## src/rtl/noc_pkg.sv

```systemverilog
`default_nettype none
// ============================================================================
// Module      : noc_pkg
// Description : Shared constants and helpers for the local network interface.
//               Flits carry the destination ID in their top DEST_W bits and
//               the payload in the remaining low bits.
// Revision    : 1.0 - initial release
// ============================================================================
package noc_pkg;

    localparam int DEST_W   = 2;
    localparam int FLIT_W   = 16;
    localparam int DEST_MSB = FLIT_W - 1;
    localparam int DEST_LSB = FLIT_W - 2;

    // Widest flit the dest helper accepts; callers zero-extend into this.
    localparam int MAX_W    = 64;

    // Returns the destination field of a flit that is `width` bits wide.
    // The flit is passed right-aligned in a MAX_W container so one helper
    // serves every WIDTH parameterisation.
    function automatic logic [DEST_W-1:0] flitDest(input logic [MAX_W-1:0] flit,
                                                   input int width);
        return DEST_W'(flit >> (width - DEST_W));
    endfunction

endpackage
`default_nettype wire

```

## src/rtl/noc_local_ni_if.sv

```systemverilog
`default_nettype none
// ============================================================================
// Module      : noc_local_ni_if
// Description : Bundle of PE-side and router-side signals of the local NI.
//               slave  : view of the NI itself.
//               master : view of the environment (PE + router L port).
//   PE inject   : tx_valid, tx_ready, tx_dest, tx_payload
//   Router in   : dataInL, writeL, fullL, almost_fullL
//   Router out  : dataOutL, writeOutL, readFullL, read_almostfullL
//   PE eject    : rx_valid, rx_ready, rx_data
//   Status      : misroute
// Revision    : 1.0 - initial release
// ============================================================================
interface noc_local_ni_if #(
    parameter int WIDTH = 16
);
    import noc_pkg::*;

    logic                   tx_valid;
    logic                   tx_ready;
    logic [DEST_W-1:0]      tx_dest;
    logic [WIDTH-3:0]       tx_payload;

    logic [WIDTH-1:0]       dataInL;
    logic                   writeL;
    logic                   fullL;
    logic                   almost_fullL;

    logic [WIDTH-1:0]       dataOutL;
    logic                   writeOutL;
    logic                   readFullL;
    logic                   read_almostfullL;

    logic                   rx_valid;
    logic                   rx_ready;
    logic [WIDTH-1:0]       rx_data;

    logic                   misroute;

    modport slave (
        input  tx_valid, tx_dest, tx_payload, fullL, almost_fullL,
               dataOutL, writeOutL, rx_ready,
        output tx_ready, dataInL, writeL, readFullL, read_almostfullL,
               rx_valid, rx_data, misroute
    );

    modport master (
        output tx_valid, tx_dest, tx_payload, fullL, almost_fullL,
               dataOutL, writeOutL, rx_ready,
        input  tx_ready, dataInL, writeL, readFullL, read_almostfullL,
               rx_valid, rx_data, misroute
    );

endinterface
`default_nettype wire

```

## src/rtl/ni_rx_fifo.sv

```systemverilog
`default_nettype none
// ============================================================================
// Module      : ni_rx_fifo
// Description : First-word-fall-through receive FIFO for the eject path.
//               A push while full is refused even when a pop happens in the
//               same cycle. Full / almost-full are registered from the
//               next-state count so they reflect the count after each edge.
//   clk, reset (async, active low)
//   i_push, i_pushData          : write side
//   i_pop                       : read side (ignored while empty)
//   o_headData                  : head entry, zero while empty
//   o_full, o_almostFull, o_empty, o_count : status
// Revision    : 1.0 - initial release
// ============================================================================
module ni_rx_fifo #(
    parameter int WIDTH = 16,
    parameter int DEPTH = 8
) (
    input  logic                      clk,
    input  logic                      reset,
    input  logic                      i_push,
    input  logic [WIDTH-1:0]          i_pushData,
    input  logic                      i_pop,
    output logic [WIDTH-1:0]          o_headData,
    output logic                      o_full,
    output logic                      o_almostFull,
    output logic                      o_empty,
    output logic [$clog2(DEPTH):0]    o_count
);
    localparam int             c_AW    = $clog2(DEPTH);
    localparam logic [c_AW:0]  c_FULL  = (c_AW+1)'(DEPTH);
    localparam logic [c_AW:0]  c_AFULL = (c_AW+1)'(DEPTH - 1);

    logic [WIDTH-1:0] r_mem [DEPTH];
    logic [c_AW-1:0]  r_wrPtr;
    logic [c_AW-1:0]  r_rdPtr;
    logic [c_AW:0]    r_count;
    logic             r_full;
    logic             r_almostFull;

    logic             w_push;
    logic             w_pop;
    logic [c_AW:0]    w_countNext;

    assign w_push      = i_push & ~r_full;
    assign w_pop       = i_pop & (r_count != '0);
    assign w_countNext = r_count + (c_AW+1)'(w_push) - (c_AW+1)'(w_pop);

    always_ff @(posedge clk or negedge reset) begin
        if (!reset) begin
            r_wrPtr      <= '0;
            r_rdPtr      <= '0;
            r_count      <= '0;
            r_full       <= 1'b0;
            r_almostFull <= 1'b0;
        end else begin
            if (w_push) r_wrPtr <= r_wrPtr + c_AW'(1);
            if (w_pop)  r_rdPtr <= r_rdPtr + c_AW'(1);
            r_count      <= w_countNext;
            r_full       <= (w_countNext == c_FULL);
            r_almostFull <= (w_countNext >= c_AFULL);
        end
    end

    // Storage needs no reset: the head output is masked while empty.
    always_ff @(posedge clk) begin
        if (w_push) r_mem[r_wrPtr] <= i_pushData;
    end

    assign o_empty      = (r_count == '0);
    assign o_headData   = o_empty ? '0 : r_mem[r_rdPtr];
    assign o_full       = r_full;
    assign o_almostFull = r_almostFull;
    assign o_count      = r_count;

endmodule
`default_nettype wire

```

## src/rtl/noc_local_ni.sv

```systemverilog
`default_nettype none
// ============================================================================
// Module      : noc_local_ni
// Description : Local network interface between a PE and the router L port.
//               Inject: registers accepted PE flits into the router L FIFO.
//               Eject : buffers router flits in an FWFT FIFO for the PE and
//               flags any flit whose destination is not this node.
//   clk, reset (async, active low)
//   bus   : noc_local_ni_if.slave (PE and router handshakes, misroute)
//   Optional macro NOC_NI_STATS_EN adds saturating 16-bit counters
//   tx_count, rx_count, drop_count as extra output ports.
// Revision    : 1.0 - initial release
// ============================================================================
module noc_local_ni
    import noc_pkg::*;
#(
    parameter int                WIDTH    = 16,
    parameter logic [DEST_W-1:0] LOCAL_IP = 2'b00,
    parameter int                RX_DEPTH = 8
) (
    input  logic                 clk,
    input  logic                 reset,
    noc_local_ni_if.slave        bus
`ifdef NOC_NI_STATS_EN
    ,
    output logic [15:0]          tx_count,
    output logic [15:0]          rx_count,
    output logic [15:0]          drop_count
`endif
);
    // ---------------------------------------------------------------- inject
    logic             w_txReady;
    logic             w_txFire;
    logic             r_writeL;
    logic [WIDTH-1:0] r_dataInL;

    // almost_full gating leaves one slot for the flit already in the register.
    assign w_txReady = ~bus.fullL & ~bus.almost_fullL;
    assign w_txFire  = bus.tx_valid & w_txReady;

    always_ff @(posedge clk or negedge reset) begin
        if (!reset) begin
            r_writeL  <= 1'b0;
            r_dataInL <= '0;
        end else begin
            r_writeL <= w_txFire;
            if (w_txFire) r_dataInL <= {bus.tx_dest, bus.tx_payload};
        end
    end

    assign bus.tx_ready = w_txReady;
    assign bus.writeL   = r_writeL;
    assign bus.dataInL  = r_dataInL;

    // ----------------------------------------------------------------- eject
    logic                      w_rxFull;
    logic                      w_rxEmpty;
    logic                      w_rxAccept;
    logic                      w_rxDrop;
    logic [$clog2(RX_DEPTH):0] w_rxCount;
    logic                      w_unusedCount;
    logic                      r_misroute;

    assign w_rxAccept    = bus.writeOutL & ~w_rxFull;
    assign w_rxDrop      = bus.writeOutL &  w_rxFull;
    assign w_unusedCount = ^w_rxCount;

    ni_rx_fifo #(
        .WIDTH (WIDTH),
        .DEPTH (RX_DEPTH)
    ) u_rxFifo (
        .clk          (clk),
        .reset        (reset),
        .i_push       (bus.writeOutL),
        .i_pushData   (bus.dataOutL),
        .i_pop        (bus.rx_ready),
        .o_headData   (bus.rx_data),
        .o_full       (w_rxFull),
        .o_almostFull (bus.read_almostfullL),
        .o_empty      (w_rxEmpty),
        .o_count      (w_rxCount)
    );

    assign bus.readFullL = w_rxFull;
    assign bus.rx_valid  = ~w_rxEmpty;

    always_ff @(posedge clk or negedge reset) begin
        if (!reset) begin
            r_misroute <= 1'b0;
        end else if (w_rxAccept &&
                     (flitDest(MAX_W'(bus.dataOutL), WIDTH) != LOCAL_IP)) begin
            r_misroute <= 1'b1;
        end
    end

    assign bus.misroute = r_misroute;

`ifdef NOC_NI_STATS_EN
    // ----------------------------------------------------------------- stats
    logic [15:0] r_txCount;
    logic [15:0] r_rxCount;
    logic [15:0] r_dropCount;

    always_ff @(posedge clk or negedge reset) begin
        if (!reset) begin
            r_txCount   <= '0;
            r_rxCount   <= '0;
            r_dropCount <= '0;
        end else begin
            if (r_writeL   && (r_txCount   != 16'hFFFF)) r_txCount   <= r_txCount   + 16'd1;
            if (w_rxAccept && (r_rxCount   != 16'hFFFF)) r_rxCount   <= r_rxCount   + 16'd1;
            if (w_rxDrop   && (r_dropCount != 16'hFFFF)) r_dropCount <= r_dropCount + 16'd1;
        end
    end

    assign tx_count   = r_txCount;
    assign rx_count   = r_rxCount;
    assign drop_count = r_dropCount;
`endif

endmodule
`default_nettype wire

```

## src/flat_wrapper.sv

```systemverilog
// flat-port wrapper written by rule: the top's interface ports become plain ports
module noc_local_ni_flat import noc_pkg::*;
#(
    parameter int                WIDTH    = 16,
    parameter logic [DEST_W-1:0] LOCAL_IP = 2'b00,
    parameter int                RX_DEPTH = 8
)
  (clk, reset, bus_tx_valid, bus_tx_dest, bus_tx_payload, bus_fullL, bus_almost_fullL, bus_dataOutL, bus_writeOutL, bus_rx_ready, bus_tx_ready, bus_dataInL, bus_writeL, bus_readFullL, bus_read_almostfullL, bus_rx_valid, bus_rx_data, bus_misroute);
  noc_local_ni_if #(.WIDTH(WIDTH)) bus_i ();
  input  logic clk;
  input  logic reset;
  input wire logic [$bits(bus_i.tx_valid)-1:0] bus_tx_valid;
  input wire logic [$bits(bus_i.tx_dest)-1:0] bus_tx_dest;
  input wire logic [$bits(bus_i.tx_payload)-1:0] bus_tx_payload;
  input wire logic [$bits(bus_i.fullL)-1:0] bus_fullL;
  input wire logic [$bits(bus_i.almost_fullL)-1:0] bus_almost_fullL;
  input wire logic [$bits(bus_i.dataOutL)-1:0] bus_dataOutL;
  input wire logic [$bits(bus_i.writeOutL)-1:0] bus_writeOutL;
  input wire logic [$bits(bus_i.rx_ready)-1:0] bus_rx_ready;
  output wire logic [$bits(bus_i.tx_ready)-1:0] bus_tx_ready;
  output wire logic [$bits(bus_i.dataInL)-1:0] bus_dataInL;
  output wire logic [$bits(bus_i.writeL)-1:0] bus_writeL;
  output wire logic [$bits(bus_i.readFullL)-1:0] bus_readFullL;
  output wire logic [$bits(bus_i.read_almostfullL)-1:0] bus_read_almostfullL;
  output wire logic [$bits(bus_i.rx_valid)-1:0] bus_rx_valid;
  output wire logic [$bits(bus_i.rx_data)-1:0] bus_rx_data;
  output wire logic [$bits(bus_i.misroute)-1:0] bus_misroute;
  assign bus_i.tx_valid = bus_tx_valid;
  assign bus_i.tx_dest = bus_tx_dest;
  assign bus_i.tx_payload = bus_tx_payload;
  assign bus_i.fullL = bus_fullL;
  assign bus_i.almost_fullL = bus_almost_fullL;
  assign bus_i.dataOutL = bus_dataOutL;
  assign bus_i.writeOutL = bus_writeOutL;
  assign bus_i.rx_ready = bus_rx_ready;
  assign bus_tx_ready = bus_i.tx_ready;
  assign bus_dataInL = bus_i.dataInL;
  assign bus_writeL = bus_i.writeL;
  assign bus_readFullL = bus_i.readFullL;
  assign bus_read_almostfullL = bus_i.read_almostfullL;
  assign bus_rx_valid = bus_i.rx_valid;
  assign bus_rx_data = bus_i.rx_data;
  assign bus_misroute = bus_i.misroute;
  noc_local_ni #(.WIDTH(WIDTH), .LOCAL_IP(LOCAL_IP), .RX_DEPTH(RX_DEPTH)) u_core (.clk(clk), .reset(reset), .bus(bus_i));
endmodule
```

## config.mk

```make
export PLATFORM = sky130hd
export DESIGN_NAME = noc_local_ni_flat
export DESIGN_NICKNAME = d
export VERILOG_FILES = /design/src/rtl/noc_pkg.sv /design/src/rtl/noc_local_ni_if.sv /design/src/rtl/ni_rx_fifo.sv /design/src/rtl/noc_local_ni.sv /design/src/flat_wrapper.sv
export SDC_FILE = /design/constraint.sdc
export NUM_CORES = 1
export LEC_CHECK = 0
export BUFFER_PORTS_ARGS = -buffer_cell sky130_fd_sc_hd__buf_2
export CAP_MARGIN = 10
export CELL_PAD_IN_SITES_DETAIL_PLACEMENT = 1
export CELL_PAD_IN_SITES_GLOBAL_PLACEMENT = 2
export CORE_UTILIZATION = 30
export DETAILED_ROUTE_END_ITERATION = 8
export GPL_TIMING_DRIVEN = 0
export PLACE_DENSITY_LB_ADDON = 0.1
export SYNTH_ARGS = -nofsm -noshare
export SYNTH_HDL_FRONTEND = slang
export SYNTH_SLANG_ARGS = --single-unit
```

## constraint.sdc

```tcl
create_clock -name clk -period 2.6 [get_ports clk]
set_input_delay 0.26 -clock clk [delete_from_list [all_inputs] [get_ports clk]]
set_output_delay 0.26 -clock clk [all_outputs]
set_load 0.05 [all_outputs]
```

# Yosys cells after proc, flatten, opt, wreduce, memory -nomap -nowiden
# Memories as Yosys holds them, arrays and structs flattened.
# Index checks and enable logic that the tools add are counted.
[classes] magnitude_cmp=1 n_bitwise=8 reduce_logical=4 n_eq_ne=1 add_sub_neg=4 n_mux=3
[op_table] cell="$mux W16" count=1
[op_table] cell="$add A3 B1 Y3 const B" count=2
[op_table] cell="$add A4 B1 Y4" count=1
[op_table] cell="$and A1 B1 Y1" count=4
[op_table] cell="$eq A4 B4 Y1 const B" count=1
[op_table] cell="$ge A4 B3 Y1 const B" count=1
[op_table] cell="$logic_not A4 Y1" count=1
[op_table] cell="$not A1 Y1" count=4
[op_table] cell="$reduce_bool A4 Y1" count=1
[op_table] cell="$sub A4 B1 Y4" count=1
[op_table] cell="$mux W1" count=2
[op_table] cell="$reduce_bool A2 Y1" count=1
[op_table] cell="$logic_and A1 B1 Y1" count=1
[word_totals] mem_bits_rw=128 elab_cells=30 mem_count=1 ff_bits=30 output_inout_bits=38
[mem_list] memory="u_core.u_rxFifo.r_mem" depth=8 width=16 rd=1 rd_ports_with_merged_regs=0 write_ports=1 line="ni_rx_fifo.sv:34" text="logic [WIDTH-1:0] r_mem [DEPTH];"

# Logic depth before layout (Yosys ltp)
# Gate-level depths: netlist of the first run.
[logic_depth] depth_word=5 mapped_depth=14

# By module
# From an unflattened synthesis of the first run, not the netlist that was laid out.
[hier_totals] cells_unflattened=296 area_unflattened_um2=6221.0
[modules_own_cells] module="ni_rx_fifo" cells_per_inst=255 n_inst=1 area_per_inst_um2=5492.8
[modules_own_cells] module="noc_local_ni" cells_per_inst=41 n_inst=1 area_per_inst_um2=728.2

# Worst setup path after synthesis of the first run
# Ideal clock, no wire load.
[synth_path] kind="register to register" start="register u_core.u_rxFifo.r_count[2] (netlist: u_core.u_rxFifo.o_count[2])" end="register u_core.u_rxFifo.r_full (netlist: u_core.u_rxFifo.o_full)" n_path_buf=1 path_slack_ps=-268 required_time_ps=2475 path_stages_with_launch=15 setup_time_ps=125 arrival_time_ps=2743 cell_sequence="dfrtp_1 inv_1 ha_1 or3b_1 buf_2 nand2_1 inv_1 ha_1 inv_1 ha_1 inv_1 fa_1 xnor2_1 nor3b_1 mux2_2"
[synth_via] elab_chain_len=4
[synth_lines] element="start, declared" line="ni_rx_fifo.sv:37" text="logic [c_AW:0] r_count;"
[synth_lines] element="start signal, assigned" line="ni_rx_fifo.sv:59" text="r_count <= w_countNext;"
[synth_lines] element="$reduce_bool A4 Y1" line="ni_rx_fifo.sv:46" text="assign w_pop = i_pop & (r_count != '0);"
[synth_lines] element="$and A1 B1 Y1" line="ni_rx_fifo.sv:46"
[synth_lines] element="named net u_core.u_rxFifo.w_pop" line="ni_rx_fifo.sv:42" text="logic w_pop;"
[synth_lines] element="$sub A4 B1 Y4" line="ni_rx_fifo.sv:47" text="assign w_countNext = r_count + (c_AW+1)'(w_push) - (c_AW+1)'(w_pop);"
[synth_lines] element="named net u_core.u_rxFifo.w_countNext[2]" line="ni_rx_fifo.sv:43" text="logic [c_AW:0] w_countNext;"
[synth_lines] element="$eq A4 B4 Y1" line="ni_rx_fifo.sv:60" text="r_full <= (w_countNext == c_FULL);"
[synth_lines] element="end signal, assigned" line="ni_rx_fifo.sv:60"
[synth_lines] element="end, declared" line="ni_rx_fifo.sv:38" text="logic r_full;"
# The timed path passes the listed nets, and every way through them passes these cells.
# A chain may end at the register's enable or synchronous reset.

# Worst setup path after layout of the first run
# Ends and elaborated chain as after synthesis.

==> metrics.md, run 1 <==
| Metric | Value |
|---|---|
| Xor and xnor fraction of the mapped netlist area | 0.856% |
| Total Die Area | 0.0210 mm^2 |
| Residual antenna-violating net count after detailed routing | 0 |
| Wire length the detailed router placed on met1 | 5790 um |
| Number of distinct library cell variants in the gate-level netlist after synthesis | 30 |
| Fraction of final layout cells with drive strength greater than 1 | 50.1% |
| Result of the run | finished with violations |
| Switching power of the nets | 3.71 mW |
| Via count | 3106 |
| Via count of the first global-routing pass | 3494 |
| Proportion of synthesized area in mux cells | 15.4% |
| Worst hold path type | in -> reg |
| Worst reg2reg path endpoint | u_core.u_rxFifo.o_full |
| Horiz. Die Dim | 145 um |
| Total area of multi-input combinational cells | 0.00158 mm^2 |
| Largest net degree at the start of global routing | 31 |
| Clock sink total | 158 |
| Mapped cell area | 0.00614 mm^2 |
| Clock edge transition at the registers on the reported setup and hold paths | 0.06 ns |
| Post-synth EDFFs | 128 |
| Max FO, Critical Path | 5 |
| Setup ws final | -0.0500 ns |
| Diode insertion count for antenna repair | 0 |
| Class of the most critical setup path | reg -> reg |
| Footprint of the flip-flops and latches | 0.00459 mm^2 |
| Worst setup path endpoint | u_core.u_rxFifo.o_full |
| Setup skew after layout | 0.00763 ns |
| Starting utilization of the core area | 31.0% |
| Maximum ir drop on the vdd rail | 0.444 mV |
| Number of ports placed on the die boundary | 77 |
| Cell Pwr Density | 1280 mW/mm^2 |
| Sequential fraction of design power | 33.1% |
| First drt pass iteration count | 4 |
| Count leader, synth | sky130_fd_sc_hd__edfxtp_1 |
| Leak | 2.88 nW |
| Number of fill cells | 1959 |
| Setup violations, final | 1 |
| Clock buffers created by TritonCTS | 17 |
| Synthesis warning total | 0 |
| Ranking of synthesized cells by area | sky130_fd_sc_hd__edfxtp_1, sky130_fd_sc_hd__dfrtp_1, sky130_fd_sc_hd__mux4_2, sky130_fd_sc_hd__mux2_2, sky130_fd_sc_hd__a22o_1 |
| Launching element type of the critical path | register |
| Cell type with the largest total area after synthesis | sky130_fd_sc_hd__edfxtp_1 |
| Share of the synthesized area in the top cell type | 62.6% |
| Gate count after technology mapping | 297 |
| Detail-routed net length per standard cell | 19.6 um |
| Detailed route wirelength on metal2 | 6790 um |
| Slew HR | 51.5% |
| Arr. time, crit path | 2.95 ns |
| Simple-Gate Fraction of Synth Area | 2.32% |
| Maxcap violations | 0 |
| Average cell area after synthesis | 20.7 um^2 |
| Top Metal Used | met4 |
| Post-synthesis net count | 344 |
| Proportion of register bits with asynchronous set or reset after synthesis | 19.0% |
| Met3 wire length | 580 um |
| RD Place Congestion | 0.607 |
| Y dimension of the die | 145 um |
| Synthesized flop and latch total | 158 |
| Total count of max-transition violations in the final report | 0 |
| DRC violation count after routing | 0 |
| Design Power | 10.2 mW |
| Combinational cell fraction of total power | 43.5% |
| Share of synthesized area occupied by flip-flops and latches | 74.8% |
| Most common library cells after synthesis | sky130_fd_sc_hd__edfxtp_1, sky130_fd_sc_hd__mux4_2, sky130_fd_sc_hd__dfrtp_1 |
| Fraction of power spent switching nets | 36.5% |
| Detailed Route WL | 13400 um |
| Violations in the final reports | setup timing |
| Design internal power | 6.46 mW |
| RSZ-0062 raised after global routing | true |
| Buffer levels on the longest clock path | 2 |
| Root buf cell | sky130_fd_sc_hd__clkbuf_16 |
| Skew-Pair Late Insertion Delay | 0.42 ns |
| Initial antenna violation count | 0 |
| Final HPWL DP | 8780 um |
| Setup slack, reg-to-reg | -0.05 ns |
| Adder-cell share of the synthesized area | 1.75% |
| Largest family of logic cells by synthesized area | multiplexers |
| H-tree Lvls | 4 |
| Number of vias per cell | 4.55 |
| Synthesized-area fraction occupied by ao, oa, aoi and oai cells | 2.77% |
| Clock tree from TritonCTS | built |
| Origin of the critical flop-to-flop path | u_core.u_rxFifo.o_count[2] |
| Global-route usage over all layers | 13.6% |
| Kind of end point of the critical path | register |
| Cells on worst reg2reg path | 14 |
| Worst setup path start | u_core.u_rxFifo.o_count[2] |
| Post-route clock period utilization | 102% |
| Part of the power in the clock network | 23.4% |
| Final #Nets | 451 |
| Measured slew at the worst slew-check pin | 0.727 ns |
| Most instantiated flip-flop cell in the synthesis netlist | sky130_fd_sc_hd__edfxtp_1 |
| Wire length of the first global-routing pass | 20800 um |
| Number of buffer cells added on primary ports | 76 |
| Clock period minus worst slack | 2.65 ns |
| Floorplan Core Area | 0.0198 mm^2 |
| Achievable Freq | 377 MHz |
| Synth-to-layout area growth | 29.0% |
| Critical path data required time | 2.90 ns |
| Global route overflow | 0 |
| Final Hold Fails | 0 |
| Drt first-iter violations | 84 |
| Site Rows | 51 |
| Worst hold margin | 0.0717 ns |
==> through the flow <==
stage	cell area (um^2)	TNS, ns	setup slack, ns	util [%]	cells
6_report	7920	-0.0500	-0.0500	40.0	682
5_1_grt	7920	-0.253	-0.138	40.0	682
3_5_place_dp	7120	-0.162	-0.131	36.0	646
2_1_floorplan	6210	-0.0211	-0.0211	-	297
4_1_cts	7850	-0.0706	-0.0613	39.7	680
3_3_place_gp	6920	-29.19	-0.289	35.0	638
==> routing by layer <==
metal	up-vias	global-route usage, %
met4	0	5.47
met3	14	3.58
met2	78	22.9
met1	1617	16.6
met5	-	0
li1	1397	-
==> cell type report <==
| class | instances | share of cell area (%) |
|---|---|---|
| Sequential cell | 158 | 58.0 |
| Clock inverter | 7 | 0.600 |
| Clock buffer | 25 | 6.68 |
| Timing Repair Buffer | 90 | 8.47 |
| Tap cell | 265 | 4.19 |
| Buffer | 14 | 1.66 |
| Multi-Input combinational cell | 114 | 19.9 |
| Inverter | 9 | 0.458 |
==> placed cells by master (no fill, tap or decap), types with 3 or more instances in the layout <==
master / n
sky130_fd_sc_hd__ha_1: 4
sky130_fd_sc_hd__inv_4: 4
sky130_fd_sc_hd__nand2_1: 3
sky130_fd_sc_hd__mux2_2: 18
sky130_fd_sc_hd__buf_6: 9
sky130_fd_sc_hd__nor2_2: 6
sky130_fd_sc_hd__edfxtp_1: 128
sky130_fd_sc_hd__buf_2: 68
sky130_fd_sc_hd__xnor2_1: 3
sky130_fd_sc_hd__buf_8: 7
sky130_fd_sc_hd__inv_1: 4
sky130_fd_sc_hd__inv_2: 4
sky130_fd_sc_hd__mux4_2: 32
sky130_fd_sc_hd__nand2b_1: 4
sky130_fd_sc_hd__ha_4: 3
sky130_fd_sc_hd__a22o_1: 14
sky130_fd_sc_hd__buf_16: 4
sky130_fd_sc_hd__clkbuf_1: 5
sky130_fd_sc_hd__buf_4: 8
sky130_fd_sc_hd__clkbuf_16: 21
sky130_fd_sc_hd__clkbuf_4: 3
sky130_fd_sc_hd__dfrtp_1: 30
==> how the worst min path moves through the flow <==
stage,from,to,slack [ns],cells past startpoint
final,bus_tx_payload[12],u_core.bus.dataInL[12],0.07,2
after global routing,bus_tx_payload[5],u_core.bus.dataInL[5],0.06,2
after CTS,bus_tx_payload[4],u_core.bus.dataInL[4],0.05,2
after detailed placement,reset,u_core.u_rxFifo.o_count[2],0.37,1
after global placement,reset,u_core.u_rxFifo.o_count[2],0.37,1
after floorplan,reset,u_core.bus.dataInL[0],-0.04,0
==> power by group through the flow <==
stage          sequential [mW]  clock [mW]  combinational [mW]
2_1_floorplan             3.57           0                2.64
3_3_place_gp              3.40           0                3.76
4_1_cts                   3.37        2.46                4.33
6_report                  3.37        2.38                4.42
5_1_grt                   3.41        2.55                4.71
3_5_place_dp              3.41           0                3.95
==> logic make-up (layout without fill, tap and decap cells) <==
family	after synthesis	in the layout
AOI/OAI and AO/OA	21	21
and+or+nand+nor	27	27
xor gates and xnor gates	6	6
muxes	52	52
adders and majority gates	8	8
buffers and inverters	25	145
DFF	158	158
==> timing repair <==
| item | 4_1_cts | 5_1_grt |
|---|---|---|
| pin swaps | 5 | 6 |
| hold buffers | 1 | 0 |
| setup buffers | 2 | 2 |
| cloned | 0 | 1 |
| setup endpoints to repair | 18 | 18 |
| gates resized for setup | 38 | 13 |
| hold endpoints to repair | 30 | 0 |
==> worst max-delay path, stage by stage (launching register included) <==
cell and delay, ns:
sky130_fd_sc_hd__dfrtp_1 0.37, sky130_fd_sc_hd__inv_2 0.07, sky130_fd_sc_hd__ha_4 0.11, sky130_fd_sc_hd__or3b_1 0.35
sky130_fd_sc_hd__buf_6 0.14, sky130_fd_sc_hd__nand2_4 0.06, sky130_fd_sc_hd__inv_4 0.03, sky130_fd_sc_hd__ha_4 0.20
sky130_fd_sc_hd__inv_2 0.06, sky130_fd_sc_hd__ha_4 0.12, sky130_fd_sc_hd__inv_2 0.04, sky130_fd_sc_hd__fa_2 0.39
sky130_fd_sc_hd__xnor2_4 0.24, sky130_fd_sc_hd__nor3b_2 0.07, sky130_fd_sc_hd__mux2_4 0.27
==> registers in the layout (all words and copies together) (netlist names) <==
signal / flops
u_core.u_rxFifo.o_count: 4
u_core.u_rxFifo.r_wrPtr: 3
u_core.u_rxFifo.r_mem: 128
u_core.bus.dataInL: 16
u_core.bus.writeL: 1
u_core.bus.misroute: 1
u_core.u_rxFifo.o_almostFull: 1
u_core.u_rxFifo.o_full: 1
u_core.u_rxFifo.r_rdPtr: 3
(Power assumes the default switching activity.)
==> run 2: changes to the inputs <==
clock period = 3.35 ns   (was 2.6 ns; I/O delays follow)
==> run 2 against run 1 <==
The flow now finishes without violations. Non-clock buffer count decreased by 1. Clock skew increased by 0.0034 ns. Power decreased by 28%. Core utilization decreased by 1.6 points. Final cell count decreased by 0.15%. Die area unchanged. Clock power decreased by 22%. Routed wire length decreased by 0.76%. Maximum frequency decreased by 12%. First-iteration DRC count increased by 140%. Largest cell class unchanged. Highest routed layer unchanged.
==> metrics.md, run 2 (synthesized netlist as in run 1, its figures left out) <==
| Metric | Value |
|---|---|
| Result of the run | complete, no violations |
| Clock period minus worst slack | 3.00 ns (+0.355 ns) |
| Synth-to-layout area growth | 23.7% |
| Fraction of final layout cells with drive strength greater than 1 | 44.2% (-5.9 points) |
| Cells on worst reg2reg path | 14 (unchanged) |
| Total count of max-transition violations in the final report | 0 (unchanged) |
| Wire length of the first global-routing pass | 20700 um (-0.56%) |
| Maximum ir drop on the vdd rail | 0.390 mV (-12%) |
| Hold Path Depth | 2 (unchanged) |
| Final #Nets | 450 (-0.22%) |
| Setup skew after layout | 0.0110 ns (+0.00337 ns) |
| H-tree Lvls | 4 (unchanged) |
| Achievable Freq | 333 MHz (-12%) |
| Kind of end point of the critical path | register |
| Number of ports placed on the die boundary | 77 (unchanged) |
| Class of the most critical setup path | reg -> reg |
| Diode insertion count for antenna repair | 0 (unchanged) |
| Cell Chain, Critical Path | inv_1, ha_1, or3b_1, buf_2, nand2_1, inv_1, ha_1, inv_1, ha_1, inv_1, fa_1, xnor2_1, nor3_1, mux2_2 |
| Setup violations, final | 0 (-1) |
| Setup slack, reg-to-reg | 0.35 ns (+0.40 ns) |
| Final HPWL DP | 8840 um (+0.78%) |
| Startpoint of the most critical hold path | bus_tx_payload[10] |
| First drt pass iteration count | 4 (unchanged) |
| Via count | 3048 (-1.9%) |
| Post-route clock period utilization | 89.7% (-12 points) |
| Max FO, Critical Path | 5 (unchanged) |
| Launching element type of the critical path | register |
| Post-place instance area | 0.00703 mm^2 (-1.2%) |
| Measured slew at the worst slew-check pin | 0.828 ns (+0.101 ns) |
| DRC violation count after routing | 0 (unchanged) |
| Root buf cell | sky130_fd_sc_hd__clkbuf_16 |
| Via count of the first global-routing pass | 3399 (-2.7%) |
| Wire length the detailed router placed on met1 | 6230 um (+7.6%) |
| Post-route cell area | 0.00759 mm^2 (-4.1%) |
| Site Rows | 51 (unchanged) |
| Global route overflow | 0 (unchanged) |
| Worst hold path type | in -> reg |
| RD Place Congestion | 0.644 (+6.0%) |
| Maxcap violations | 0 (unchanged) |
| Detailed Route WL | 13300 um (-0.76%) |
| Y dimension of the die | 145 um (unchanged) |
| Number of fill cells | 1989 (+1.5%) |
| Worst reg2reg path endpoint | u_core.u_rxFifo.o_full |
| Clock buffers created by TritonCTS | 17 (unchanged) |
| Worst setup path start | u_core.u_rxFifo.o_count[2] |
| Number of buffer cells added on primary ports | 76 (unchanged) |
| Total Die Area | 0.0210 mm^2 (unchanged) |
| Skew-Pair Late Insertion Delay | 0.42 ns (about the same) |
| Starting utilization of the core area | 31.0% (unchanged) |
| Top library cells by usage in the layout, fill and taps aside | sky130_fd_sc_hd__edfxtp_1, sky130_fd_sc_hd__buf_2, sky130_fd_sc_hd__mux4_2 |
| Clock edge transition at the registers on the reported setup and hold paths | 0.07 ns (about the same) |
| Slew HR | 44.8% (-6.7 points) |
| Number of vias per cell | 4.48 (-1.7%) |
| Cell Pwr Density | 965 mW/mm^2 (-25%) |
| Floorplan Core Area | 0.0198 mm^2 (unchanged) |
| Largest net degree at the start of global routing | 31 (unchanged) |
| Final Hold Fails | 0 (unchanged) |
| Origin of the critical flop-to-flop path | u_core.u_rxFifo.o_count[2] |
| Detailed route wirelength on metal2 | 6200 um (-8.8%) |
| Clock tree from TritonCTS | built |
| Met3 wire length | 650 um (+12%) |
| Horiz. Die Dim | 145 um (unchanged) |
| Most common library cell in the layout ignoring fill and taps | sky130_fd_sc_hd__edfxtp_1 |
| Max incr delay on CP | 0.37 ns (-0.02 ns) |
| Leak | 2.76 nW (-4.0%) |
| Detail-routed net length per standard cell | 19.5 um (-0.61%) |
| Critical path data required time | 3.66 ns (+0.76 ns) |
| Top Metal Used | met4 |
| Clock sink total | 158 (unchanged) |
| Worst hold margin | 0.145 ns (+0.0732 ns) |
| Residual antenna-violating net count after detailed routing | 0 (unchanged) |
| Arr. time, crit path | 3.31 ns (+0.36 ns) |
| Flip-flop count of the largest register after layout | 128 (unchanged) |
| Global-route usage over all layers | 13.6% (-0.014 points) |
| Capture endpoint of the worst hold path | u_core.bus.dataInL[10] |
| Initial antenna violation count | 0 (unchanged) |
| Cell type of the slowest stage on the worst timing path | sky130_fd_sc_hd__fa_1 |
| RSZ-0062 raised after global routing | false |
| Most flop-heavy register | u_core.u_rxFifo.r_mem |
| Dominant cell type by count on the critical path | sky130_fd_sc_hd__inv_1 |
| Drt first-iter violations | 204 (+140%) |
| Buffer levels on the longest clock path | 2 (unchanged) |
==> run 2: cell count changes in the layout (fill, tap and decap cells not counted), sizes merged <==
cell and change:
inv -3, clkinv +7, clkbuf -7, bufinv +2
==> run 2: critical path: cells and delay by family, from the launching register on <==
| kind | cells | cell delay, ns |
|---|---|---|
| XOR/XNOR | 1 | 0.36 |
| adder cells (fa/ha/maj) | 4 | 0.94 |
| buffers and inverters | 5 | 0.41 |
| flip-flops | 1 | 0.36 |
| multiplexers | 1 | 0.27 |
| AND/OR/NAND/NOR | 3 | 0.56 |
==> run 2: cell type report <==
| type | count | area (um^2) | area share (%) |
|---|---|---|---|
| flip-flops and latches | 158 | 4590 | 60.5 |
| well taps | 265 | 332 | 4.37 |
| inverters | 9 | 33.8 | 0.445 |
| multi-input cells | 114 | 1440 | 19.0 |
| plain buffers | 16 | 95.1 | 1.25 |
| repair buffers | 87 | 539 | 7.10 |
| clock inverters | 13 | 124 | 1.63 |
| clock buffers | 19 | 433 | 5.70 |
==> run 2: report_power, final <==
group          internal (mW)  switching [mW]  leakage, nW  total, mW
clock network           1.08           0.761        0.269       1.85
logic                   1.05            1.84        0.977       2.89
registers               2.47           0.116         1.52       2.59
total                   4.61            2.72         2.76       7.33
==> run 2: how the worst max path moves through the flow <==
stage,endpoint,slack (ns),cells after the start
floorplan,u_core.u_rxFifo.o_full,0.48,14
global placement,u_core.u_rxFifo.r_mem[1][2],-0.72,5
detailed placement,u_core.u_rxFifo.o_full,0.31,14
CTS,bus_rx_data[12],0.26,5
global route,u_core.u_rxFifo.o_full,0.06,14
finish,u_core.u_rxFifo.o_full,0.35,14
==> run 2: layer usage <==
| metal | GRT usage (%) | vias to the layer above |
|---|---|---|
| li1 | - | 1397 |
| met1 | 18.0 | 1558 |
| met2 | 21.1 | 79 |
| met3 | 3.77 | 14 |
| met4 | 5.53 | 0 |
| met5 | 0 | - |
==> run 2: what timing repair did <==
item,in CTS,in global routing
hold buffers,1,0
resized for setup,0,0
buffers inserted,0,0
endpoints found under the hold margin,30,0
endpoints found under the setup margin,0,0
==> run 2: through the flow <==
| step | util, % | setup slack (ns) | std cells | setup TNS [ns] | power [mW] |
|---|---|---|---|---|---|
| floorplan | - | 0.482 | 297 | 0 | 4.75 |
| global placement | 34.6 | -0.716 | 638 | -22.46 | 5.49 |
| detailed placement | 35.5 | 0.309 | 648 | 0 | 5.61 |
| CTS | 38.4 | 0.256 | 681 | 0 | 7.47 |
| global route | 38.4 | 0.0569 | 681 | 0 | 7.70 |
| finish | 38.4 | 0.345 | 681 | 0 | 7.33 |
==> run 3: changes to the inputs <==
CORE_UTILIZATION = 47   (was 30)
HOLD_SLACK_MARGIN = 0.02   (was unset)
==> run 3 against run 2 <==
Sequential share of layout area is 0.46 points higher. Worst hold slack better by 0.0027 ns. Die area is 36% lower. Core utilization rose by 21 points. Clock power grew 9%. Worst setup slack worse by 0.078 ns. Clock-buffer cell count is the same. Power grew 2.2%. Routed wire length down 3.6%. Clock skew decreased by 0.0056 ns. Sequential cell count stayed put.
==> metrics.md, run 3 (synthesized netlist as in run 1, its figures left out) <==
| Metric | Value |
|---|---|
| Leak | 2.79 nW (+1.1%) |
| Final Hold Fails | 0 (unchanged) |
| Maximum ir drop on the vdd rail | 0.431 mV (+11%) |
| Largest net degree at the start of global routing | 31 (unchanged) |
| Site Rows | 41 (-20%) |
| Top library cells by usage in the layout, fill and taps aside | sky130_fd_sc_hd__edfxtp_1, sky130_fd_sc_hd__buf_2, sky130_fd_sc_hd__mux4_2 |
| Flip-flop count of the largest register after layout | 128 (unchanged) |
| Floorplan Core Area | 0.0127 mm^2 (-36%) |
| Detail-routed net length per standard cell | 21.9 um (+12%) |
| RSZ-0062 raised after global routing | false |
| Max FO, Critical Path | 5 (unchanged) |
| Starting utilization of the core area | 48.5% (+17 points) |
| Setup ws final | 0.268 ns (-0.0775 ns) |
| DRC violation count after routing | 0 (unchanged) |
| Number of vias per cell | 5.44 (+21%) |
| Residual antenna-violating net count after detailed routing | 0 (unchanged) |
| Maxcap violations | 0 (unchanged) |
| Number of ports placed on the die boundary | 77 (unchanged) |
| Setup skew after layout | 0.00543 ns (-0.00557 ns) |
| Worst hold path type | in -> reg |
| Buffer levels on the longest clock path | 2 (unchanged) |
| Launching element type of the critical path | register |
| Skew-Pair Late Insertion Delay | 0.42 ns (about the same) |
| Cell Pwr Density | 994 mW/mm^2 (+3.0%) |
| Post-place instance area | 0.00692 mm^2 (-1.5%) |
| Clock tree from TritonCTS | built |
| Achievable Freq | 324 MHz (-2.5%) |
| Most flop-heavy register | u_core.u_rxFifo.r_mem |
| Final #Nets | 450 (unchanged) |
| Post-route clock period utilization | 92.0% (+2.3 points) |
| Wire length of the first global-routing pass | 19400 um (-6.1%) |
| Setup violations, final | 0 (unchanged) |
| Clock sink total | 158 (unchanged) |
| Arr. time, crit path | 3.38 ns (+0.07 ns) |
| Post-route cell area | 0.00754 mm^2 (-0.76%) |
| Number of cells upsized or downsized after cts | 0 (unchanged) |
| Global route overflow | 0 (unchanged) |
| Class of the most critical setup path | reg -> reg |
| Initial antenna violation count | 0 (unchanged) |
| Result of the run | complete, no violations |
| Design Power | 7.49 mW (+2.2%) |
| Total Die Area | 0.0135 mm^2 (-36%) |
| Clock buffers created by TritonCTS | 17 (unchanged) |
| H-tree Lvls | 4 (unchanged) |
| Pre-CTS WS | 0.260 ns (-0.0489 ns) |
| Critical path data required time | 3.65 ns (about the same) |
| Fraction of final layout cells with drive strength greater than 1 | 43.8% (-0.41 points) |
| Via count of the first global-routing pass | 3350 (-1.4%) |
| Clock period minus worst slack | 3.08 ns (+0.0775 ns) |
| Number of buffer cells added on primary ports | 76 (unchanged) |
| Final HPWL DP | 8120 um (-8.2%) |
| Y dimension of the die | 116 um (-20%) |
| Post-CTS setup repair buffer count | 0 (unchanged) |
| Root buf cell | sky130_fd_sc_hd__clkbuf_16 |
| Clock edge transition at the registers on the reported setup and hold paths | 0.06 ns (about the same) |
| Global-route usage over all layers | 20.9% (+7.3 points) |
| Kind of end point of the critical path | register |
| Detailed Route WL | 12800 um (-3.6%) |
| RD Place Congestion | 0.655 (+1.8%) |
| First drt pass iteration count | 4 (unchanged) |
| Horiz. Die Dim | 116 um (-20%) |
| Drt first-iter violations | 239 (+17%) |
| Diode insertion count for antenna repair | 0 (unchanged) |
| Worst hold margin | 0.148 ns (+0.00265 ns) |
| Synth-to-layout area growth | 22.7% |
| Aggregate negative setup slack | 0 ns (unchanged) |
| Via count | 3180 (+4.3%) |
| Measured slew at the worst slew-check pin | 0.868 ns (+0.0393 ns) |
| Total count of max-transition violations in the final report | 0 (unchanged) |
| Slew HR | 42.2% (-2.6 points) |
| Most common library cell in the layout ignoring fill and taps | sky130_fd_sc_hd__edfxtp_1 |
-- run 3: final cells by class --
type                    count  area, um^2
repair buffers             87         551
flip-flops and latches    158        4590
multi-input cells         114        1440
well taps                 172         215
inverters                   9        33.8
fillers                  1139        5130
clock buffers              19         433
plain buffers              16        95.1
clock inverters            10         171
-- run 3: path summary, 6_finish.rpt --
| kind | from | cells after the start | slack, ns | end |
|---|---|---|---|---|
| max reg2reg | u_core.u_rxFifo.o_count[2] | 14 | 0.27 | u_core.u_rxFifo.o_full |
| max in group asynchronous | reset | 2 | 2.38 | u_core.u_rxFifo.r_wrPtr[2] |
| max | u_core.u_rxFifo.o_count[2] | 14 | 0.27 | u_core.u_rxFifo.o_full |
| min in group asynchronous | reset | 2 | 0.52 | u_core.bus.dataInL[14] |
| min | bus_tx_payload[10] | 2 | 0.15 | u_core.bus.dataInL[10] |
| min reg2reg | u_core.bus.misroute | 1 | 0.46 | u_core.bus.misroute |
-- run 3: critical path: stages, from the launching register on --
cell	delay (ns)
sky130_fd_sc_hd__dfrtp_1	0.36
sky130_fd_sc_hd__inv_1	0.07
sky130_fd_sc_hd__ha_1	0.15
sky130_fd_sc_hd__or3b_1	0.34
sky130_fd_sc_hd__buf_2	0.15
sky130_fd_sc_hd__nand2_1	0.13
sky130_fd_sc_hd__inv_1	0.07
sky130_fd_sc_hd__ha_1	0.26
sky130_fd_sc_hd__inv_1	0.06
sky130_fd_sc_hd__ha_1	0.17
sky130_fd_sc_hd__inv_1	0.06
sky130_fd_sc_hd__fa_1	0.37
sky130_fd_sc_hd__xnor2_1	0.39
sky130_fd_sc_hd__nor3b_1	0.10
sky130_fd_sc_hd__mux2_2	0.28
-- run 3: per-layer routing --
metal | track usage, % | vias to the layer above | wire length, um
li1 | - | 1394 | -
met1 | 27.8 | 1660 | 5440
met2 | 33.1 | 109 | 6330
met3 | 5.03 | 17 | 785
met4 | 9.49 | 0 | 237
met5 | 0 | - | 0
-- run 3: power by group --
| part | switching, mW | internal (mW) |
|---|---|---|
| sequential | 0.126 | 2.48 |
| clock | 0.708 | 1.30 |
| combinational | 1.83 | 1.05 |
-- run 3: through the flow --
stage,util [%],instances
after floorplan,-,297
after global placement,53.2,545
after detailed placement,54.6,555
after CTS,59.5,585
after global routing,59.5,585
final,59.5,585
-- run 3: repair_timing --
item | in CTS | in global routing
hold endpoints to repair | 30 | 0
endpoints found under the setup margin | 0 | 0
hold buffers | 1 | 0
